## src/rtl/sram_access_ctrl.sv

```systemverilog
// SRAM macro access sequencer: precharge -> wordline/write-drive -> sense -> read-data capture.
// All array-facing controls are registered so the mixed-signal phases never overlap.
module sram_access_ctrl #(
    parameter int COLS    = 16,
    parameter int ROWS    = 16,
    parameter int ADDR_W  = 4,
    parameter int PRE_CYC = 1,
    parameter int RD_CYC  = 2,
    parameter int WR_CYC  = 2
) (
    input  logic              clk,
    input  logic              rst,
    input  logic              req_valid,
    output logic              req_ready,
    input  logic              req_we,
    input  logic [ADDR_W-1:0] req_addr,
    input  logic [COLS-1:0]   req_wdata,
    output logic              precharge_en,
    output logic [ROWS-1:0]   wl_sel,
    output logic              wr_en,
    output logic [COLS-1:0]   wr_data,
    output logic              sa_en,
    input  logic [COLS-1:0]   preout,
    output logic              rd_valid,
    output logic [COLS-1:0]   rd_data
);

    localparam int MAX_AB = (PRE_CYC > RD_CYC) ? PRE_CYC : RD_CYC;
    localparam int MAXC   = (MAX_AB > WR_CYC) ? MAX_AB : WR_CYC;
    localparam int CNT_W  = (MAXC > 1) ? $clog2(MAXC) : 1;

    localparam logic [CNT_W-1:0] PRE_LAST = CNT_W'(PRE_CYC - 1);
    localparam logic [CNT_W-1:0] RD_LAST  = CNT_W'(RD_CYC - 1);
    localparam logic [CNT_W-1:0] WR_LAST  = CNT_W'(WR_CYC - 1);

    typedef enum logic [1:0] {
        IDLE,
        PRECH,
        ACCESS,
        SENSE
    } state_t;

    state_t             state_q, state_d;
    logic [CNT_W-1:0]   cnt_q, cnt_d;
    logic               we_q, we_d;
    logic [ADDR_W-1:0]  addr_q, addr_d;
    logic [COLS-1:0]    wdata_q, wdata_d;
    logic               addr_ok;
    logic               accept;
    logic [ROWS-1:0]    wl_dec;

    logic               precharge_d;
    logic [ROWS-1:0]    wl_sel_d;
    logic               wr_en_d;
    logic [COLS-1:0]    wr_data_d;
    logic               sa_en_d;
    logic               rd_valid_d;
    logic [COLS-1:0]    rd_data_d;

    assign req_ready = (state_q == IDLE) && !rst;
    assign accept    = req_valid && req_ready;
    assign addr_ok   = int'(addr_q) < ROWS;

    always_comb begin
        state_d    = state_q;
        cnt_d      = cnt_q + CNT_W'(1);
        we_d       = we_q;
        addr_d     = addr_q;
        wdata_d    = wdata_q;
        rd_valid_d = 1'b0;
        rd_data_d  = rd_data;
        case (state_q)
            IDLE: begin
                cnt_d = '0;
                if (accept) begin
                    state_d = PRECH;
                    we_d    = req_we;
                    addr_d  = req_addr;
                    wdata_d = req_wdata;
                end
            end
            PRECH: begin
                if (cnt_q == PRE_LAST) state_d = ACCESS;
            end
            ACCESS: begin
                if (we_q) begin
                    if (cnt_q == WR_LAST) state_d = IDLE;
                end else begin
                    if (cnt_q == RD_LAST) state_d = SENSE;
                end
            end
            SENSE: begin
                state_d    = IDLE;
                rd_valid_d = 1'b1;
                // Unmapped rows never had a wordline raised, so the bitlines carry nothing.
                rd_data_d  = addr_ok ? preout : '0;
            end
            default: state_d = IDLE;
        endcase
        if (state_d != state_q) cnt_d = '0;
    end

    // Rows beyond ROWS have no decode bit, so out-of-range addresses select nothing.
    always_comb begin
        wl_dec = '0;
        for (int unsigned i = 0; i < ROWS; i++) begin
            if (addr_d == ADDR_W'(i)) wl_dec[i] = 1'b1;
        end
    end

    // Outputs are derived from the next state so they register in step with it.
    always_comb begin
        precharge_d = (state_d == PRECH);
        wl_sel_d    = ((state_d == ACCESS) || (state_d == SENSE)) ? wl_dec : '0;
        wr_en_d     = (state_d == ACCESS) && we_d;
        wr_data_d   = wr_en_d ? wdata_d : '0;
        sa_en_d     = (state_d == SENSE);
    end

    always_ff @(posedge clk) begin
        if (rst) begin
            state_q      <= IDLE;
            cnt_q        <= '0;
            we_q         <= 1'b0;
            addr_q       <= '0;
            wdata_q      <= '0;
            precharge_en <= 1'b0;
            wl_sel       <= '0;
            wr_en        <= 1'b0;
            wr_data      <= '0;
            sa_en        <= 1'b0;
            rd_valid     <= 1'b0;
            rd_data      <= '0;
        end else begin
            state_q      <= state_d;
            cnt_q        <= cnt_d;
            we_q         <= we_d;
            addr_q       <= addr_d;
            wdata_q      <= wdata_d;
            precharge_en <= precharge_d;
            wl_sel       <= wl_sel_d;
            wr_en        <= wr_en_d;
            wr_data      <= wr_data_d;
            sa_en        <= sa_en_d;
            rd_valid     <= rd_valid_d;
            rd_data      <= rd_data_d;
        end
    end

endmodule

```

## config.mk

```make
export PLATFORM = sky130hd
export DESIGN_NAME = sram_access_ctrl
export DESIGN_NICKNAME = d
export VERILOG_FILES = /design/src/rtl/sram_access_ctrl.sv
export SDC_FILE = /design/constraint.sdc
export NUM_CORES = 1
export LEC_CHECK = 0
export CAP_MARGIN = 20
export CORE_UTILIZATION = 45
export DETAILED_ROUTE_END_ITERATION = 12
export GPL_TIMING_DRIVEN = 0
export PLACE_DENSITY = 0.87
export SETUP_SLACK_MARGIN = 0.15
export SYNTH_ARGS = -nofsm -noshare
export SYNTH_HDL_FRONTEND = slang
export SYNTH_SLANG_ARGS = --single-unit
```

## constraint.sdc

```tcl
create_clock -name clk -period 2.3 [get_ports clk]
set_input_delay 0.23 -clock clk [delete_from_list [all_inputs] [get_ports clk]]
set_output_delay 0.23 -clock clk [all_outputs]
set_load 0.02 [all_outputs]
```

# [Word level (Yosys, flattened, before mapping)]
# Index checks and enable logic that the tools add are counted.
[word_totals] output_inout_bits=53 regBits=76 in_bits=40 wordCells=76
[op_classes] muxes=29 n_bitwise=2 n_eq_ne=22 reduce_logical=10 addsub=1
[op_table] op="$eq A4 B4 Y1 const B" count=8
[op_table] op="$mux W16" count=2
[op_table] op="$mux W1" count=19
[op_table] op="$eq A4 B3 Y1 const B" count=4
[op_table] op="$mux W2" count=5
[op_table] op="$eq A2 B2 Y1 const B" count=4
[op_table] op="$eq A4 B2 Y1 const B" count=2
[op_table] op="$mux W4" count=2
[op_table] op="$pmux W2 S4" count=1
[op_table] op="$eq A2 B1 Y1 const B" count=2
[op_table] op="$eq A4 B1 Y1 const B" count=1
[op_table] op="$logic_not A4 Y1" count=1
[op_table] op="$reduce_or A2 Y1" count=2
[op_table] op="$logic_and A1 B1 Y1" count=3
[op_table] op="$reduce_or A3 Y1" count=1
[op_table] op="$logic_not A2 Y1" count=1
[op_table] op="$ne A2 B2 Y1" count=1
[op_table] op="$not A1 Y1" count=2
[op_table] op="$add A1 B1 Y1 const B" count=1
[op_table] op="$logic_not A1 Y1" count=1
[op_table] op="$logic_or A1 B1 Y1" count=1

# [Depth between registers and ports, before layout]
# Gate-level depths: netlist of run 1.
[logic_depth] ltp_word=9 ltp_mapped=6 depth_no_buf=3

# [Worst setup path after synthesis of run 1]
# No wires, ideal clock.
[synth_timing] path_type="reg-to-reg" start="reg state_q[1]" end="reg wr_data[10]" arrival_time_ns=1.526 synth_period_minus_slack_ns=1.656 path_stages_with_launch=6 n_path_buf=2 setup_ns=0.130 required_time_ns=2.170 setup_slack_ns=0.644 path_cell_list="dfxtp_1 buf_2 nor3b_1 mux2i_1 clkbuf_1 nor3_1"
[synth_between] elab_chain_cells=9 word_cells_on_any_way=20 cone_classes="4 x eq/ne; 10 x mux; 1 x bitwise; 5 x reduce/logical"
[synth_lines] element="start: declaration" line="43" text="state_t state_q, state_d;"
[synth_lines] element="start signal: assignment" line="135" text="state_q <= state_d;"
[synth_lines] element="$logic_not A2 Y1" line="60, 72"
[synth_lines] element="$logic_and A1 B1 Y1" line="60" text="assign req_ready = (state_q == IDLE) && !rst;"
[synth_lines] element="$logic_and A1 B1 Y1" line="61" text="assign accept = req_valid && req_ready;"
[synth_lines] element="$mux W2" line="75" text="if (accept) begin"
[synth_lines] element="$pmux W2 S4" line="72" text="case (state_q)"
[synth_lines] element="$eq A2 B2 Y1" line="115" text="wr_en_d = (state_d == ACCESS) && we_d;"
[synth_lines] element="$logic_and A1 B1 Y1" line="115"
[synth_lines] element="$not A1 Y1 (no source line)"
[synth_lines] element="$reduce_or A2 Y1 (no source line)"
[synth_lines] element="end signal: assignment" line="143" text="wr_data <= wr_data_d;"
[synth_lines] element="end: declaration" line="21" text="output logic [COLS-1:0] wr_data,"
# Parallel ways exist; a longest one is shown, timed or not.
# A chain may end at the register's enable or synchronous reset.

# [Final worst setup path of run 1]
[layout_timing] start="reg state_q[1]" end="reg wr_data[8]"
# The elaborated chain is that of the path after synthesis.

==> results of run 1 <==
## worst paths after layout
| check | cells past startpoint | slack [ns] | end |
|---|---|---|---|
| worst min-delay path | 4 | 0.27 | wl_sel[2] |
| worst min register to register | 2 | 0.46 | rd_data[6] |
| worst max-delay path | 5 | 0.34 | wr_data[8] |
| worst max register to register | 5 | 0.34 | wr_data[8] |
## area by class of cell
cell class / instances / area share (%)
clock buffer: 11 / 3.55
inverter: 3 / 0.283
sequential: 76 / 38.2
timing repair buffer: 91 / 22.9
clock inverter: 5 / 2.11
buffer: 20 / 2.77
multi-input combinational: 194 / 27.8
tap: 75 / 2.36
## cell usage after synthesis
master and instances:
sky130_fd_sc_hd__nor2_1 23, sky130_fd_sc_hd__nand4_1 14, sky130_fd_sc_hd__a22oi_1 1, sky130_fd_sc_hd__a221oi_1 1, sky130_fd_sc_hd__or4b_4 1, sky130_fd_sc_hd__dfxtp_1 76
sky130_fd_sc_hd__nor4_1 1, sky130_fd_sc_hd__o21ai_1 1, sky130_fd_sc_hd__nor4b_4 1, sky130_fd_sc_hd__nor3b_1 1, sky130_fd_sc_hd__nand2_1 43, sky130_fd_sc_hd__nor3_1 19
sky130_fd_sc_hd__or3_1 1, sky130_fd_sc_hd__mux2i_1 18, sky130_fd_sc_hd__nand3_1 18, sky130_fd_sc_hd__nor3_2 1, sky130_fd_sc_hd__a211oi_1 15, sky130_fd_sc_hd__nor2b_1 12
sky130_fd_sc_hd__buf_6 4, sky130_fd_sc_hd__inv_1 3, sky130_fd_sc_hd__a21oi_1 21, sky130_fd_sc_hd__buf_1 1, sky130_fd_sc_hd__and2_1 1, sky130_fd_sc_hd__clkbuf_1 11
sky130_fd_sc_hd__mux2_4 1, sky130_fd_sc_hd__buf_2 4
## cells by family (layout without fill, tap and decap cells)
family	Yosys count	after routing
AO/OA/AOI/OAI	39	39
buffers and inverters	23	130
flip-flops	76	76
multiplexers	19	19
AND/OR/NAND/NOR	136	136
## flip-flops by register name, indices dropped and copies added (netlist names)
signal / count
precharge_en: 1
wl_sel: 16
we_q: 1
wr_data: 16
cnt_q: 1
addr_q: 4
state_q: 2
sa_en: 1
rd_valid: 1
wdata_q: 16
wr_en: 1
rd_data: 16
## power by group through the flow
| stage | Sequential (mW) | Clock [mW] | Combinational [mW] |
|---|---|---|---|
| CTS | 1.38 | 1.15 | 0.383 |
| finish | 1.38 | 1.14 | 0.385 |
| floorplan | 1.42 | 0 | 0.201 |
| global placement | 1.41 | 0 | 0.373 |
| global route | 1.38 | 1.22 | 0.419 |
| detailed placement | 1.41 | 0 | 0.380 |
## routing by layer
layer	up-vias	wire length, um
met5	-	0
met4	0	61
met3	9	405
met2	84	3350
met1	1141	2740
li1	1218	-
## layout by cell type, fill, tap and decap left out, drive strengths merged
cell type,count
a211oi,15
a21oi,21
a221oi,1
a22oi,1
and2,1
buf,9
bufinv,2
clkbuf,22
clkdlybuf4s50,91
clkinvlp,2
dfxtp,76
inv,4
mux2,1
mux2i,18
nand2,43
nand3,18
nand4,14
nor2,23
nor2b,12
nor3,20
nor3b,1
nor4,1
nor4b,1
o21ai,1
or3,1
or4b,1
## per-stage QoR
step                      hold WS (ns)  util [%]  setup WS (ns)
after floorplan                  0.366         -          0.644
after CTS                        0.258      67.2          0.184
after detailed placement         0.446      63.4         -0.132
after global routing             0.273      67.2          0.165
after global placement           0.441      63.4         -0.160
final                            0.271      67.2          0.336
## worst register-to-register path: cells and delay by family, from the launching register on
| family | cells | cell delay (ns) |
|---|---|---|
| buf+inv | 2 | 0.60 |
| flops | 1 | 0.30 |
| mux | 1 | 0.56 |
| simple gates | 2 | 0.39 |
==> flow_metrics.py, run 1 <==
metrics = {
    "sta": {
        "worst-slew-pin-transition_ns": 0.710,
        "timing.clock.skew_ns": 0.0106,
        "maxSlewViolCount": 0,
        "timing_hold_violations_final": 0,
        "final.min_clock_period_ns": 1.96,
        "setup-violations-final": 0,
        "fmax_mhz": 509,
        "layout_worst_path_cycle_share_pct": 85.4,
        "rsz_0062_raised_after_global_routing": "no",
        "setup_tns_ns": 0,
        "relSlewSlack_pct": 52.4,
    },
    "power": {
        "static-leakage-power_nw": 1.44,
        "power_density_mw_per_mm2": 729,
        "power_mw": 2.90,
        "p_sw_share_pct": 25.2,
        "clock_power_share_pct": 39.2,
        "vdd_drop_max_uv": 510,
        "netSwitchingPower_mw": 0.732,
        "power.share.sequential_pct": 47.5,
        "combinationalPowerShare_pct": 13.3,
        "intPower_mw": 2.17,
    },
    "synth": {
        "synth_sequential_area_ratio_pct": 55.4,
        "syn_area_sq_mm": 0.00275,
        "postSynthCellCount": 293,
        "synthTopCellsByArea": "sky130_fd_sc_hd__dfxtp_1 (55%), sky130_fd_sc_hd__mux2i_1 (6.6%), sky130_fd_sc_hd__nand2_1 (5.9%)",
        "share_of_cell_area_taken_by_muxes_after_synthesis_pct": 7.11,
        "register_bit_total_from_synthesis": 76,
        "post_synth.cell_area_avg_sq_um": 9.37,
        "netlist-cell-type-count": 26,
        "postSynthNetCount": 333,
        "yosysWarnings": 0,
        "synth_top_cell_by_area": "sky130_fd_sc_hd__dfxtp_1",
        "synthXorXnorAreaFrac_pct": 0,
        "synth_compound_area_share_pct": 8.70,
        "simple_gate_fraction_of_synth_area_pct": 24.4,
        "largest_family_of_logic_cells_by_synthesized_area": "simple AND/OR/NAND/NOR gates",
        "synthAdderAreaFrac_pct": 0,
        "synth_top_area_share_pct": 55.4,
    },
    "floorplan": {
        "floorplan.die_area_sq_mm": 0.00642,
        "row_count": 28,
        "y_dimension_of_the_die_um": 80.1,
        "ioPinCount": 93,
        "floorplan.initialDensity_pct": 46.4,
        "die-width_um": 80.1,
        "std_cell_core_area_sq_mm": 0.00592,
    },
    "grt": {
        "grt.overflow.total": 0,
        "met2_usage_pct": 38.2,
        "global_route.peak_usage_layer": "met2",
        "grt_first_pass_wirelength_mm": 10.9,
        "grt_pass1_vias": 2382,
        "global_route.usage.met1_pct": 25.6,
        "pin_count_of_the_biggest_net_entering_global_routing": 14,
        "groute.usage.overall_pct": 22.4,
        "initial_antenna_violation_count": 0,
        "global_routing_usage_on_met3_pct": 6.82,
    },
    "layout": {
        "final_cell_count_no_fill": 475,
        "insertedDiodeCount": 0,
        "drive_gt1_share_pct": 7.00,
        "post-route-cell-area_sq_mm": 0.00398,
        "multi_input_area_sq_mm": 0.00111,
        "layout.nets": 435,
        "nFillCells": 452,
        "area.sequential_sq_mm": 0.00152,
        "synthToLayoutAreaGrowth_pct": 44.9,
    },
    "flow_run": {
        "max_cap_violations": 0,
    },
    "placed_design": {
        "port_buffers": 91,
        "finalWeightedCongestion": 0.904,
        "dpl.cell_count": 459,
        "postPlaceCellArea_sq_mm": 0.00375,
        "dpl.hpwl_mm": 4.71,
    },
    "critical_path": {
        "worst_path_dominant_cell_family": "buffers and inverters",
        "cp_data_arrival_time_ns": 2.19,
        "crit_type": "reg2reg",
        "required_ns": 2.52,
        "max_stage_delay_ns": 0.56,
        "critical_path.endpoint_type": "flop",
        "path_max_fanout": 10,
        "critical_path_buffer_and_inverter_count": 2,
        "startpoint_type": "flop",
        "worstPathCellList": "buf_2 > nor3b_1 > mux2i_2 > clkbuf_1 > nor3_1",
        "crit-reg2reg-launch": "state_q[1]",
        "worst_setup_path_startpoint": "state_q[1]",
        "crit_slowest_cell": "sky130_fd_sc_hd__mux2i_2",
    },
    "worst_hold_path": {
        "hold_path_class": "in2reg",
        "worstHoldStart": "rst",
    },
    "cts": {
        "post_cts_hold_buffer_count": 0,
        "cts_tree": "built",
        "cts_root_buf": "sky130_fd_sc_hd__clkbuf_8",
        "postCtsResizedCells": 0,
        "clk-insertion-delay-late_ns": 0.35,
        "cts.htree.levels": 3,
        "worst_setup_hold_path_clk_slew_ns": 0.08,
        "clock_path_buffers": 2,
        "cts-buffers-inserted": 9,
        "post-cts-setup-buffers": 0,
        "cts_num_sinks": 76,
    },
    "run_status": {
        "status": "completed",
    },
    "route": {
        "postRouteAntennaNets": 0,
        "detail_route.iter0.violations": 83,
        "vias": 2452,
        "route.detailed.drc": 0,
        "detail_route.vias_per_cell": 5.16,
        "avgRoutedWirePerCell_um": 13.8,
        "routed_wl_mm": 6.56,
        "number_of_detailed_routing_iterations_run_before_antenna_repair": 4,
    },
}
No activity file was read; power rests on OpenSTA's default activity.
==> run 2: changes to the inputs <==
--- a/config.mk
+++ b/config.mk
@@ -6,7 +6,9 @@
 export NUM_CORES = 1
 export LEC_CHECK = 0
 export CAP_MARGIN = 20
+export CORE_MARGIN = 2
 export CORE_UTILIZATION = 45
+export CTS_CLUSTER_SIZE = 28
 export DETAILED_ROUTE_END_ITERATION = 12
 export GPL_TIMING_DRIVEN = 0
 export PLACE_DENSITY = 0.87
==> constraint.sdc (replaced) <==
create_clock -name clk -period 2.3 [get_ports clk]
set_input_delay 0.46 -clock clk [delete_from_list [all_inputs] [get_ports clk]]
set_output_delay 0.46 -clock clk [all_outputs]
set_load 0.02 [all_outputs]
==> run 2 against run 1 <==
Net effect:
- maximum frequency up 1.7%
- worst hold slack better by 0.19 ns
- first-iteration DRC count rose by 34%
- clock skew fell by 0.0012 ns
- largest cell class unchanged
- combinational power grew 1%
- die area is 5.1% higher
- sequential share of layout area is essentially flat
- routed wire length rose by 2.8%
- largest power group unchanged
- via count is 2.2% higher
==> flow_metrics.py, run 2 (synthesized netlist as in run 1, its figures left out) <==
metrics = {
    "critical_path": {
        "max_stage_delay_ns": 0.54,
        "path_max_fanout": 10,
        "required_ns": 2.52,
        "cp_data_arrival_time_ns": 2.15,
        "reg2reg_depth": 5,
        "worstPathCellList": "clkdlybuf4s50_1 > nor3b_1 > mux2i_2 > clkbuf_1 > nor3_1",
        "crit_type": "in2reg",
        "timing.reg2reg.setup_slack_ns": 0.40,
        "crit-reg2reg-launch": "state_q[0]",
        "crit_slowest_cell": "sky130_fd_sc_hd__clkdlybuf4s50_1",
        "reg2reg_to": "wr_data[10]",
        "startpoint_type": "primary input",
        "critical_path.endpoint_type": "flop",
    },
    "grt": {
        "groute.usage.overall_pct": 21.9,
        "pin_count_of_the_biggest_net_entering_global_routing": 15,
        "grt_first_pass_wirelength_mm": 11.2,
        "grt.overflow.total": 0,
        "grt_pass1_vias": 2506,
        "initial_antenna_violation_count": 0,
    },
    "layout": {
        "nFillCells": 454,
        "drive_gt1_share_pct": 7.71,
        "insertedDiodeCount": 0,
        "layout.cells.most_common_list": "sky130_fd_sc_hd__clkdlybuf4s50_1 (90), sky130_fd_sc_hd__dfxtp_1 (76), sky130_fd_sc_hd__nand2_1 (43)",
        "synthToLayoutAreaGrowth_pct": 45.1,
        "layout.cells.most_common": "sky130_fd_sc_hd__clkdlybuf4s50_1",
        "layout.nets": 437,
        "finalCoreUtilization_pct": 67.3,
    },
    "floorplan": {
        "ioPinCount": 93,
        "floorplan.initialDensity_pct": 46.4,
        "y_dimension_of_the_die_um": 82.1,
        "die-width_um": 82.1,
        "row_count": 28,
        "std_cell_core_area_sq_mm": 0.00592,
        "floorplan.die_area_sq_mm": 0.00674,
    },
    "worst_hold_path": {
        "worst_hold_path.endpoint": "rd_data[15]",
        "whs_path_depth": 2,
        "worstHoldStart": "rd_data[15]",
        "hold_path_class": "reg2reg",
    },
    "placed_design": {
        "port_buffers": 91,
        "post-place-ws_ns": -0.393,
        "dpl.hpwl_mm": 4.87,
        "finalWeightedCongestion": 0.830,
    },
    "sta": {
        "relSlewSlack_pct": 52.8,
        "timing.clock.skew_ns": 0.00939,
        "final.min_clock_period_ns": 1.93,
        "worst-slew-pin-transition_ns": 0.707,
        "timing_hold_violations_final": 0,
        "layout_setup_ws_ns": 0.369,
        "rsz_0062_raised_after_global_routing": "no",
        "layout_worst_path_cycle_share_pct": 84.0,
        "fmax_mhz": 518,
        "maxSlewViolCount": 0,
        "fin_worst_hold_slack_ns": 0.458,
        "setup-violations-final": 0,
    },
    "cts": {
        "worst_setup_hold_path_clk_slew_ns": 0.08,
        "clk-insertion-delay-late_ns": 0.35,
        "cts_tree": "built",
        "cts.htree.levels": 3,
        "cts_root_buf": "sky130_fd_sc_hd__clkbuf_8",
        "clock_path_buffers": 2,
        "post_cts_hold_buffer_count": 0,
        "cts_num_sinks": 76,
        "cts-buffers-inserted": 9,
    },
    "power": {
        "power_density_mw_per_mm2": 716,
        "vdd_drop_max_uv": 579,
        "static-leakage-power_nw": 1.46,
    },
    "route": {
        "route.detailed.drc": 0,
        "vias": 2506,
        "detail_route.iter0.violations": 111,
        "routed_wl_mm": 6.74,
        "number_of_detailed_routing_iterations_run_before_antenna_repair": 4,
        "detail_route.vias_per_cell": 5.25,
        "avgRoutedWirePerCell_um": 14.1,
        "postRouteAntennaNets": 0,
    },
    "run_status": {
        "status": "completed",
    },
    "flow_run": {
        "max_cap_violations": 0,
    },
}
[run 2: metrics by stage]
step	TNS (ns)	total power [mW]	std cells	cell area, sq um
floorplan	0	1.62	293	2750
global placement	-3.37	1.78	459	3750
detailed placement	-3.84	1.79	459	3750
CTS	0	2.86	476	3980
global route	0	2.95	477	3990
finish	0	2.85	477	3990
[run 2: report_power, final]
part	switching (mW)	internal, mW	leakage (nW)	total, mW
Sequential	0.0221	1.36	0.615	1.38
Combinational	0.219	0.170	0.734	0.389
Clock	0.510	0.574	0.111	1.08
Total	0.752	2.10	1.46	2.85
[run 2: area by class of cell]
cell class	instances	area [sq um]	area share, %
flip-flops and latches	76	1520	38.2
multi-input cells	194	1110	27.8
repair buffers	93	925	23.2
clock buffers	11	151	3.80
plain buffers	20	110	2.76
well taps	75	93.8	2.35
clock inverters	5	65.1	1.63
inverters	3	11.3	0.283
[run 2: worst max path at each step]
stage	startpoint	to	slack [ns]	cells after the start
floorplan	rst	wr_data[10]	0.53	6
global placement	req_valid	wr_data[9]	-0.35	5
detailed placement	req_valid	wr_data[9]	-0.39	5
CTS	req_valid	wl_sel[5]	0.33	5
global route	state_q[0]	wr_data[7]	0.23	5
finish	req_valid	wr_data[10]	0.37	5
[run 2: critical path: cells and delay by family]
kind | cells | cell delay, ns
AND/OR/NAND/NOR | 2 | 0.47
multiplexers | 1 | 0.29
buffers and inverters | 2 | 0.94
[run 2: routing by layer]
metal  share of wire [%]  routed length, um  global-route usage [%]  vias up
met5                   0                  0                       0        -
met4                 2.0                132                    11.5        0
met3                 7.5                506                    6.96       12
met2                  50               3400                    36.5      104
met1                  40               2700                    25.2     1158
li1                    -                  -                       -     1232
[run 2: timing repair]
item | 4_1_cts | 5_1_grt
buffers inserted | 1 | 1
setup endpoints to repair | 11 | 1
gates resized for setup | 2 | 0
==> run 3: changes to the inputs <==
--- a/config.mk
+++ b/config.mk
@@ -7,11 +7,11 @@
 export LEC_CHECK = 0
 export CAP_MARGIN = 20
 export CORE_MARGIN = 2
-export CORE_UTILIZATION = 45
+export CORE_UTILIZATION = 40
 export CTS_CLUSTER_SIZE = 28
 export DETAILED_ROUTE_END_ITERATION = 12
 export GPL_TIMING_DRIVEN = 0
-export PLACE_DENSITY = 0.87
+export PLACE_DENSITY = 0.83
 export SETUP_SLACK_MARGIN = 0.15
 export SYNTH_ARGS = -nofsm -noshare
 export SYNTH_HDL_FRONTEND = slang
==> constraint.sdc (replaced) <==
create_clock -name clk -period 1.6 [get_ports clk]
set_input_delay 0.32 -clock clk [delete_from_list [all_inputs] [get_ports clk]]
set_output_delay 0.32 -clock clk [all_outputs]
set_load 0.02 [all_outputs]
==> run 3 against run 2 <==
Net effect:
- worst hold slack worse by 0.0041 ns
- largest power group unchanged
- the run now ends with setup timing left
- clock-buffer cell count is 1 lower
- largest cell class unchanged
- clock power is 41% higher
- critical path depth is 1 higher
- sequential power is 44% higher
- power is 52% higher
- clock skew hardly changed
==> flow_metrics.py, run 3 (synthesized netlist as in run 1, its figures left out) <==
metrics = {
    "run_status": {
        "status": "complete, but fails checks",
        "violations": "setup timing",
    },
    "power": {
        "power_density_mw_per_mm2": 965,
        "vdd_drop_max_uv": 651,
        "static-leakage-power_nw": 1.82,
    },
    "sta": {
        "setup_tns_ns": -0.901,
        "setup-violations-final": 33,
        "final.min_clock_period_ns": 1.70,
        "maxSlewViolCount": 0,
        "relSlewSlack_pct": 58.1,
        "timing.clock.skew_ns": 0.00898,
        "rsz_0062_raised_after_global_routing": "yes",
        "timing_hold_violations_final": 0,
        "layout_setup_ws_ns": -0.102,
        "fmax_mhz": 588,
        "worst-slew-pin-transition_ns": 0.629,
        "layout_worst_path_cycle_share_pct": 106,
    },
    "critical_path": {
        "path_max_fanout": 6,
        "critical_path.endpoint_type": "flop",
        "startpoint_type": "flop",
        "cp_data_arrival_time_ns": 1.98,
        "crit_type": "reg2reg",
        "required_ns": 1.87,
    },
    "cts": {
        "cts.htree.levels": 3,
        "cts_tree": "built",
        "clk-insertion-delay-late_ns": 0.36,
        "worst_setup_hold_path_clk_slew_ns": 0.08,
        "cts-buffers-inserted": 9,
        "cts_root_buf": "sky130_fd_sc_hd__clkbuf_8",
        "clock_path_buffers": 2,
        "cts_num_sinks": 76,
    },
    "layout": {
        "drive_gt1_share_pct": 24.9,
        "synthToLayoutAreaGrowth_pct": 63.6,
        "layout.nets": 453,
        "finalCoreUtilization_pct": 66.9,
        "insertedDiodeCount": 0,
        "layout.cells.most_common_list": "sky130_fd_sc_hd__dfxtp_1 (74), sky130_fd_sc_hd__dlygate4sd2_1 (53), sky130_fd_sc_hd__nand2_1 (40)",
        "layout.cells.most_common": "sky130_fd_sc_hd__dfxtp_1",
    },
    "route": {
        "detail_route.iter0.violations": 112,
        "vias": 2622,
        "routed_wl_mm": 7.82,
        "route.detailed.drc": 0,
        "number_of_detailed_routing_iterations_run_before_antenna_repair": 5,
        "detail_route.vias_per_cell": 5.27,
        "postRouteAntennaNets": 0,
        "avgRoutedWirePerCell_um": 15.7,
    },
    "floorplan": {
        "std_cell_core_area_sq_mm": 0.00672,
        "row_count": 30,
        "floorplan.initialDensity_pct": 40.9,
        "ioPinCount": 93,
        "floorplan.die_area_sq_mm": 0.00754,
        "y_dimension_of_the_die_um": 86.9,
        "die-width_um": 86.9,
    },
    "placed_design": {
        "dpl.hpwl_mm": 4.73,
        "port_buffers": 91,
        "finalWeightedCongestion": 0.991,
    },
    "worst_hold_path": {
        "hold_path_class": "reg2reg",
    },
    "grt": {
        "groute.usage.overall_pct": 20.1,
        "grt_pass1_vias": 2509,
        "grt_first_pass_wirelength_mm": 11.7,
        "grt.overflow.total": 0,
        "pin_count_of_the_biggest_net_entering_global_routing": 15,
        "initial_antenna_violation_count": 0,
    },
    "flow_run": {
        "max_cap_violations": 0,
    },
}
-- run 3: power breakdown --
| part | switching [mW] | internal (mW) | leakage [nW] |
|---|---|---|---|
| logic | 0.424 | 0.397 | 1.10 |
| registers | 0.0427 | 1.95 | 0.616 |
| clock network | 0.745 | 0.776 | 0.0995 |
-- run 3: what timing repair did --
item / in CTS / in global routing
pin swaps: 8 / 8
gates cloned: 2 / 0
setup buffers: 11 / 5
hold buffers: 0 / 0
resized for setup: 92 / 52
setup endpoints to repair: 118 / 66
-- run 3: stage by stage --
| step | total power, mW | area [sq um] | std cells | hold WS (ns) | worst slack (ns) |
|---|---|---|---|---|---|
| 6_report | 4.33 | 4490 | 498 | 0.454 | -0.102 |
| 5_1_grt | 4.49 | 4490 | 498 | 0.477 | -0.152 |
| 4_1_cts | 4.20 | 4210 | 493 | 0.455 | -0.0737 |
| 3_5_place_dp | 2.60 | 3820 | 464 | 0.446 | -0.555 |
| 3_3_place_gp | 2.59 | 3820 | 464 | 0.441 | -0.550 |
| 2_1_floorplan | 2.37 | 2810 | 293 | 0.455 | 0.000282 |
-- run 3: cell type report --
| cell class | count | area [sq um] |
|---|---|---|
| fillers | 493 | 2230 |
| flip-flops and latches | 76 | 1520 |
| multi-input cells | 194 | 1460 |
| repair buffers | 109 | 1010 |
| plain buffers | 20 | 178 |
| clock buffers | 10 | 138 |
| well taps | 80 | 100 |
| clock inverters | 6 | 71.3 |
| inverters | 3 | 11.3 |
-- run 3: metal layers --
layer / global-route usage [%] / share of wire [%] / up-vias
met1: 23.5 / 39 / 1205
met5: 0 / 0 / -
met4: 11.5 / 3.4 / 0
li1: - / - / 1261
met3: 5.12 / 7.4 / 28
met2: 33.4 / 50 / 128
-- run 3: final timing paths --
kind / start / end / slack (ns) / cells after the start
max: state_q[1] / wr_data[1] / -0.10 / 6
min: rd_data[13] / rd_data[13] / 0.45 / 2
max reg2reg: state_q[1] / wr_data[1] / -0.10 / 6
min reg2reg: rd_data[13] / rd_data[13] / 0.45 / 2
-- run 3: worst max-delay path, stage by stage (launching register included) --
cell	delay [ns]
sky130_fd_sc_hd__dfxtp_2	0.32
sky130_fd_sc_hd__buf_6	0.12
sky130_fd_sc_hd__or4b_4	0.49
sky130_fd_sc_hd__buf_8	0.16
sky130_fd_sc_hd__buf_4	0.18
sky130_fd_sc_hd__mux2i_1	0.14
sky130_fd_sc_hd__nor3_1	0.21
==> edit (settings of run 2) <==
Change the parameter `COLS` from 16 to 17.
--- a/src/rtl/sram_access_ctrl.sv
+++ b/src/rtl/sram_access_ctrl.sv
@@ -2,5 +2,5 @@
 // All array-facing controls are registered so the mixed-signal phases never overlap.
 module sram_access_ctrl #(
-    parameter int COLS    = 16,
+    parameter int COLS    = 17,
     parameter int ROWS    = 16,
     parameter int ADDR_W  = 4,
Interface: changed (resized preout, rd_data, req_wdata and wr_data); port bits go from 93 to 97. No check against the original RTL was run, so the function may have changed too.
==> edit against run 2 <==
- critical path depth unchanged
- sequential power up 4%
- register-to-register slack better by 0.10 ns
- synthesized area up 3.8%
- sequential cell count up 3
- clock skew down 0.0018 ns
- worst setup slack worse by 0.23 ns
- cell count up 2.9%
- cell area up 4.0%
- routed wire length up 5.5%
- utilization down 0.91 points
- power up 4.3%
- largest power group unchanged
==> edit: results (changes against run 2) <==
Placed design
The final estimated routing congestion in global placement was 0.834 (was 0.830). The cell total after placement was 475 (was 459). The sum of net half-perimeters after detailed placement is 5030 um (was 4870 um).

The worst setup slack before clock tree synthesis came to -0.397 ns (was -0.393 ns).

Finish
The final-stage net count is 451 (was 437). The fraction of layout cells with a size suffix above 1 is 7.97% (was 7.71%). The number of fill cells in the layout is 508 (was 454). The number of multi-input logic gates is 200 (was 194). The clock buffer instance count of the final layout is 10 (was 11).

STA
The actual transition at the worst max-transition pin was 0.693 ns (was 0.707 ns). The worst path setup slack after routing came to 0.138 ns (was 0.369 ns).

Synth
Most frequent cells after synthesis: 79 x sky130_fd_sc_hd__dfxtp_1, 45 x sky130_fd_sc_hd__nand2_1, 24 x sky130_fd_sc_hd__nor2_1 (was 76 x sky130_fd_sc_hd__dfxtp_1, 43 x sky130_fd_sc_hd__nand2_1, 23 x sky130_fd_sc_hd__nor2_1). The count of state elements after synthesis is 79 (was 76). The share of the synthesized area in compound gates (AO/OA/AOI/OAI) is 8.73% (was 8.70%). The fraction of synthesized area in multiplexers was 7.20% (was 7.11%). The number of standard cells after synthesis came to 302 (was 293).

Detailed routing
The post-detailed-route wirelength per cell is 14.5 um (was 14.1 um). The final wirelength is 7110 um (was 6740 um). The sum of routed wire segments on met1 was 2910 um (was 2700 um).

GRT
The met2 demand-to-capacity share in global routing is 32.4% (was 36.5%). The met1 track demand over resource in global routing came to 24.7% (was 25.2%). The via count of the first global-routing pass is 2,440 (was 2,506). The met3 demand-to-capacity share in global routing is 5.64% (was 6.96%).

Critical path
The endpoint of the most critical register-to-register path is wr_data[6] (was wr_data[10]). The critical path launch point was rst (was req_valid). The endpoint of the worst setup timing path is req_ready (was wr_data[10]). The slack of the worst reg-to-reg path is 0.50 ns (was 0.40 ns).

Status
Result of the run: finished clean (unchanged).

Power
The clock network fraction of design power came to 38.1% (was 38.0%).

CTS
The number of gates resized after cts is 7 (was 2).
==> edit: cell count changes in the layout (fill, tap and decap cells not counted), sizes merged, moves of 2 or more <==
cell           before  now
clkdlybuf4s50      90   95
clkbuf             22   19
dfxtp              76   79
inv                 6    4
nand2              43   45
==> edit: worst max-delay path, delay by kind of cell <==
kind / cells / cell delay [ns]
AND/OR/NAND/NOR: 1 / 0.21
buffers and inverters: 4 / 1.03
==> edit: worst min-delay path by stage <==
stage                             end  slack [ns]   startpoint
final                      rd_data[0]        0.46   rd_data[0]
after detailed placement   rd_data[0]        0.45   rd_data[0]
after global placement    rd_data[16]        0.44  rd_data[16]
after global routing       rd_data[5]        0.48   rd_data[5]
after CTS                 rd_data[11]        0.46  rd_data[11]
after floorplan                 cnt_q        0.46        cnt_q
==> edit: per-stage QoR <==
step | setup TNS, ns | area, um^2
after floorplan | 0 | 2850
after global placement | -2.87 | 3910
after detailed placement | -2.88 | 3910
after CTS | 0 | 4130
after global routing | 0 | 4140
final | 0 | 4140
